`src/rtl/serial_right_shifter.sv`:
```
// Multi-cycle shifter: one bit per clock under a start/done handshake, right shifts (logical/arithmetic).
// Optional macro LEFT_SHIFT_EN adds logical left shifts selected by the latched dir input.
module serial_right_shifter #(
  parameter int WIDTH = 32,
  parameter int SHW   = 5
) (
  input  logic             clk,
  input  logic             rst,
  input  logic             start,
  input  logic [WIDTH-1:0] data_in,
  input  logic [SHW-1:0]   shamt,
  input  logic             arith,
  input  logic             dir,
  output logic             busy,
  output logic             done,
  output logic [WIDTH-1:0] result
);

  localparam logic [1:0] IDLE  = 2'd0;
  localparam logic [1:0] SHIFT = 2'd1;
  localparam logic [1:0] DONE  = 2'd2;

  localparam logic [SHW-1:0] CNT_ZERO = {SHW{1'b0}};
  localparam logic [SHW-1:0] CNT_ONE  = {{(SHW-1){1'b0}}, 1'b1};

  logic [1:0]       state_r;
  logic [1:0]       state_n_s;
  logic [WIDTH-1:0] shreg_r;
  logic [WIDTH-1:0] shreg_n_s;
  logic [WIDTH-1:0] step_s;
  logic [SHW-1:0]   count_r;
  logic [SHW-1:0]   count_n_s;
  logic             arith_r;
  logic             arith_n_s;

`ifdef LEFT_SHIFT_EN
  logic             dir_r;
  logic             dir_n_s;

  // One-bit step of the shift register; left shifts ignore the arithmetic flag.
  always_comb begin
    step_s = shreg_r;
    if (dir_r) begin
      step_s = {shreg_r[WIDTH-2:0], 1'b0};
    end else if (arith_r) begin
      step_s = {shreg_r[WIDTH-1], shreg_r[WIDTH-1:1]};
    end else begin
      step_s = {1'b0, shreg_r[WIDTH-1:1]};
    end
  end
`else
  logic             dir_unused_s;

  assign dir_unused_s = dir;

  // One-bit right step; the sign bit refills itself, so it stays the operand's original bit.
  always_comb begin
    step_s = shreg_r;
    if (arith_r) begin
      step_s = {shreg_r[WIDTH-1], shreg_r[WIDTH-1:1]};
    end else begin
      step_s = {1'b0, shreg_r[WIDTH-1:1]};
    end
  end
`endif

  // Next-state logic: accept only in IDLE, count down in SHIFT, single-cycle DONE.
  always_comb begin
    state_n_s = state_r;
    shreg_n_s = shreg_r;
    count_n_s = count_r;
    arith_n_s = arith_r;
`ifdef LEFT_SHIFT_EN
    dir_n_s   = dir_r;
`endif
    case (state_r)
      IDLE: begin
        if (start) begin
          shreg_n_s = data_in;
          count_n_s = shamt;
          arith_n_s = arith;
`ifdef LEFT_SHIFT_EN
          dir_n_s   = dir;
`endif
          if (shamt != CNT_ZERO) begin
            state_n_s = SHIFT;
          end else begin
            state_n_s = DONE;
          end
        end else begin
          state_n_s = IDLE;
        end
      end
      SHIFT: begin
        shreg_n_s = step_s;
        count_n_s = count_r - CNT_ONE;
        if (count_r == CNT_ONE) begin
          state_n_s = DONE;
        end else begin
          state_n_s = SHIFT;
        end
      end
      DONE: begin
        state_n_s = IDLE;
      end
      default: begin
        state_n_s = IDLE;
      end
    endcase
  end

  // State registers; reset aborts any operation in flight without a done.
  always_ff @(posedge clk or posedge rst) begin
    if (rst) begin
      state_r <= IDLE;
      shreg_r <= {WIDTH{1'b0}};
      count_r <= CNT_ZERO;
      arith_r <= 1'b0;
`ifdef LEFT_SHIFT_EN
      dir_r   <= 1'b0;
`endif
    end else begin
      state_r <= state_n_s;
      shreg_r <= shreg_n_s;
      count_r <= count_n_s;
      arith_r <= arith_n_s;
`ifdef LEFT_SHIFT_EN
      dir_r   <= dir_n_s;
`endif
    end
  end

  assign busy   = (state_r != IDLE);
  assign done   = (state_r == DONE);
  assign result = shreg_r;

endmodule

```
`config.mk`:
```
export PLATFORM = sky130hd
export DESIGN_NAME = serial_right_shifter
export DESIGN_NICKNAME = d
export VERILOG_FILES = /design/src/rtl/serial_right_shifter.sv
export SDC_FILE = /design/constraint.sdc
export NUM_CORES = 1
export LEC_CHECK = 0
export CAP_MARGIN = 10
export CORE_UTILIZATION = 40
export CTS_CLUSTER_DIAMETER = 100
export CTS_CLUSTER_SIZE = 8
export DETAILED_ROUTE_END_ITERATION = 10
export MAX_ROUTING_LAYER = met4
export PLACE_DENSITY = 0.74
export REMOVE_ABC_BUFFERS = 1
export SLEW_MARGIN = 25
export SYNTH_ARGS = -nofsm -noshare
export SYNTH_HDL_FRONTEND = slang
export SYNTH_SLANG_ARGS = --single-unit
```
`constraint.sdc`:
```
create_clock -name clk -period 2.8 [get_ports clk]
set_clock_uncertainty 0.15 [all_clocks]
set_input_delay 0.7 -clock clk [delete_from_list [all_inputs] [get_ports clk]]
set_output_delay 0.7 -clock clk [all_outputs]
set_load 0.02 [all_outputs]
```
## After elaboration in Yosys (flattened, before gate mapping)

Cells that the tools add are included.

| storage, ports and cells | value |
|---|---|
| register bits after elaboration | 40 |
| word-level logic and storage cells | 27 |

| operators by class | value |
|---|---|
| add/subtract/negate cells | 1 |
| equality and inequality tests | 5 |
| mux-type cells | 9 |
| reduce and logical (&&, ||, !) cells | 7 |

Operator list:

| operator | number |
|---|---|
| $mux 32 | 2 |
| $pmux 32 s2 | 1 |
| $pmux 5 s2 | 1 |
| $mux 2 | 3 |
| $eq 5x1->1 const B | 1 |
| $mux 5 | 1 |
| $reduce_bool 5->1 | 1 |
| $sub 5x1->5 const B | 1 |
| $ne 2x2->1 const B | 2 |
| $pmux 2 s2 | 1 |
| $reduce_and 2->1 | 2 |
| $reduce_bool 2->1 | 2 |
| $reduce_and 3->1 | 1 |
| $eq 2x1->1 const B | 1 |
| $eq 2x2->1 const B | 1 |
| $logic_not 2->1 | 1 |

## Longest topological paths before layout

| logic depth | value |
|---|---|
| word-level depth | 4 |
| mapped depth | 5 |

## Worst setup path before layout

No wires, ideal clock.

| timing | value |
|---|---|
| path type | register to output |
| start | reg state_r[0] |
| end | out done |
| data arrival time | 1037 ps |
| data required time | 1950 ps |
| setup slack | 913 ps |
| cell stages (with the launch flop) | 4 |
| buffers on the path | 2 |
| cell sequence | dfrtp_1 buf_6 clkbuf_1 nor2b_1 |

| on the way | value |
|---|---|
| longest elaborated chain between the ends | 1 |

RTL lines:

| what | RTL line | source |
|---|---|---|
| from (decl) | 26 | `logic [1:0] state_r;` |
| from (signal assigned) | 123 | `state_r <= state_n_s;` |
| $eq 2x2->1 | 134 | `assign done = (state_r == DONE);` |
| to (decl) | 15 | `output logic done,` |

Every way passes these cells.

## Worst setup path after layout

| timing | value |
|---|---|
| start | reg state_r[0] |
| end | out busy |

| on the way | value |
|---|---|
| longest elaborated chain between the ends | 1 |

RTL lines:

| what | RTL line | source |
|---|---|---|
| $reduce_bool 2->1 | 133 | `assign busy = (state_r != IDLE);` |
| to (decl) | 14 | `output logic busy,` |

Every way passes these cells.

==> impl_metrics.tcl <==
set metrics [dict create \
    firstDrtPassIters 4 \
    synth_top_area_share_pct 51.18 \
    yosysWarnings 0 \
    fmax_mhz 432.9 \
    synthToLayoutAreaGrowth_pct 48.37 \
    port-buffer-count 74 \
    fin_nets 315 \
    fp.dieW_um 71.92 \
    hold_buffers 0 \
    synth_cells 196 \
    critPathKind "reg2out" \
    numCtsBuffers 5 \
    vdd_ir_drop_max_mv 0.5476 \
    ios 76 \
    drt-total-wl_um 4438 \
    ys_seq_elements 40 \
    ys_seq_area_share_pct 51.18 \
    arrival_ns 1.46 \
    hold_slack_ns 0.3597 \
    dieArea_um2 5172 \
    report.final.hold_viol_count 0 \
    power_leakage_nw 1.246 \
    cts_sinks 40 \
    diodes 0 \
    fill_cells 420 \
    register_area_um2 1001 \
    root_buffer "clkbuf_8" \
    final_util_pct 61.43 \
    dp_slack_ns 0.5425 \
    initialDrtViolationCount 122 \
    cap_viol_max_count 0 \
    slew_viol_final 0 \
    synth_area_per_cell_um2 9.978 \
    insertion_delay_ns 0.28 \
    drc 0 \
    setup_viol 0 \
    async_flop_share_pct 100.0 \
    grt_first_pass_wirelength_um 7521 \
    gr-total-overflow 0 \
    min_period_over_period_pct 82.51 \
    rows 25 \
    core_um2 4723 \
    multi_input_area_um2 863.3 \
    slew_headroom_pct 66.56 \
    worstHoldStart "result[0]$_DFFE_PP0P_" \
    postCtsSetupBuffers 0 \
    clk_pin_slew_ns 0.07 \
    routed_via_density 4.950 \
    synthAdderAreaFrac_pct 1.280 \
    synth_top_family_by_area "compound AO/OA/AOI/OAI gates" \
    grt_usage_pct 19.23 \
    setup_ws_ns 0.4898 \
    ff2ff_setup_slack_ns 0.86 \
    outcome "completed" \
    synth_edf_count 0 \
    antenna_left 0 \
    regToRegEndpoint "result[8]$_DFFE_PP0P_" \
    fp.dieH_um 71.92 \
    hpwlAfterDp_um 3069 \
    synth_area_leader_cell "dfrtp_1" \
    antenna_found_initial 0 \
    cts_tree "built" \
    synth.area.top_cells "dfrtp_1, mux2i_1, o21ai_1, nand2_1, a22oi_1" \
    p_per_area_nw_per_um2 1077 \
    synth_compound_area_share_pct 21.18 \
    synthFlopType "dfrtp_1" \
    worstMarginPinSlew_ns 0.5016 \
    clk_path_buf_depth 2 \
    drive_gt1_share_pct 8.456 \
    synth_xor_area_share_pct 0 \
    cts.repair.resized 0 \
    htreeDepth 2 \
    synthMostInstantiatedCell "dfrtp_1" \
    hold_path_end "result[0]$_DFFE_PP0P_" \
    syn-cell-area_um2 1956 \
    p_total_w 0.003125 \
    reg2reg_from "state_r[0]$_DFF_PP0_" \
    rsz0062_at_grt "false" \
    num_vias 1678 \
    end_kind "output port" \
    min_period_ns 2.310 \
    grt_max_degree 41 \
    yosys.cell_types.count 31 \
    whs_path_depth 2 \
    r2r_cells 5 \
    setup.worst_path.start_class "register" \
    min_path_type "reg2reg" \
    synthSimpleGateAreaFrac_pct 11.64 \
    synth_mux_area_share_pct 9.469 \
    worstPathRequired_ns 1.95 \
    critPathMaxFanout 3 \
    grt_pass1_vias 1618 \
    place.gp.congestion 0.8377 \
    routedWlPerCell_um 13.09 \
    synth_common_cells "dfrtp_1, o21ai_1, nand2_1" \
    initial_core_util_pct 41.40 \
]
-- metal layers --
layer | global-route usage, % | vias to the layer above | share of wire (%) | routed length (um)
li1 | - | 844 | - | -
met1 | 26.16 | 775 | 51 | 2251
met2 | 29.04 | 57 | 44 | 1934
met3 | 4.167 | 2 | 5.5 | 244
met4 | 5.882 | 0 | 0.18 | 8
met5 | - | - | 0 | 0
-- power breakdown --
group | switching (W) | internal (W) | total [W]
sequential | 0.000201 | 0.000846 | 0.00105
combinational | 0.000780 | 0.000789 | 0.00157
clock | 0.000194 | 0.000314 | 0.000508
total | 0.00118 | 0.00195 | 0.00312
-- flip-flops by register name, summed over array words and instances (netlist names) --
signal,flops
result,32
arith_r,1
count_r,5
state_r,2
-- kinds of logic (layout without fill, tap and decap cells) --
group / count (synthesis) / count (layout)
buffers and inverters: 20 / 96
muxes: 18 / 18
AOI/OAI and AO/OA: 69 / 69
DFF: 40 / 40
and+or+nand+nor: 47 / 47
adders and majority gates: 2 / 2
-- critical path, stage by stage, from the launching register on --
cell	delay, ns
dfrtp_1	0.41
or2_1	0.23
clkdlybuf4s50_1	0.54
-- area by class of cell --
cell class / instances / share of cell area, %
Sequential cell: 40 / 34.50
Multi-Input combinational cell: 136 / 29.75
Tap cell: 67 / 2.889
Timing Repair Buffer: 83 / 27.86
Clock buffer: 7 / 3.320
Clock inverter: 1 / 1.035
Inverter: 5 / 0.6468
-- cells in the final DEF (no fill, tap or decap) --
cell type        count
o21ai_1             33
a22oi_1             14
a2bb2oi_1            2
nor2b_2              1
nand2_1             32
nand3b_1             4
or3b_1               1
nor2b_1              3
o21bai_4             1
or2_1                1
clkbuf_8             7
dfrtp_1             40
or3b_4               1
a21bo_2              1
nor3_1               1
o22ai_1              5
mux2_4               1
o21ai_0              1
a21oi_1              9
o31a_1               1
inv_1                5
clkdlybuf4s50_1     74
bufinv_16            1
nand3_1              1
mux2i_1             17
or3_1                1
buf_4                9
o22a_1               1
o21ba_2              1
ha_1                 2
or4_1                1
-- through the flow --
stage               TNS, ns  instances  area, um^2
detailed placement        0        331        2775
global placement          0        331        2775
global route              0        339        2902
CTS                       0        339        2902
finish                    0        339        2902
floorplan            -3.368        181        1872
-- worst max-delay path by stage --
stage / start / to / slack [ns] / cells after the start
after CTS: state_r[0]$_DFF_PP0_ / busy / 0.47 / 2
final: state_r[0]$_DFF_PP0_ / busy / 0.49 / 2
after detailed placement: start / result[4]$_DFFE_PP0P_ / 0.54 / 5
after global placement: shamt[1] / state_r[1]$_DFF_PP0_ / 0.55 / 4
after floorplan: state_r[0]$_DFF_PP0_ / count_r[3]$_DFFE_PP0P_ / -0.13 / 3
after global routing: state_r[0]$_DFF_PP0_ / busy / 0.42 / 2
Note: power is estimated with default switching activity, not from simulation.
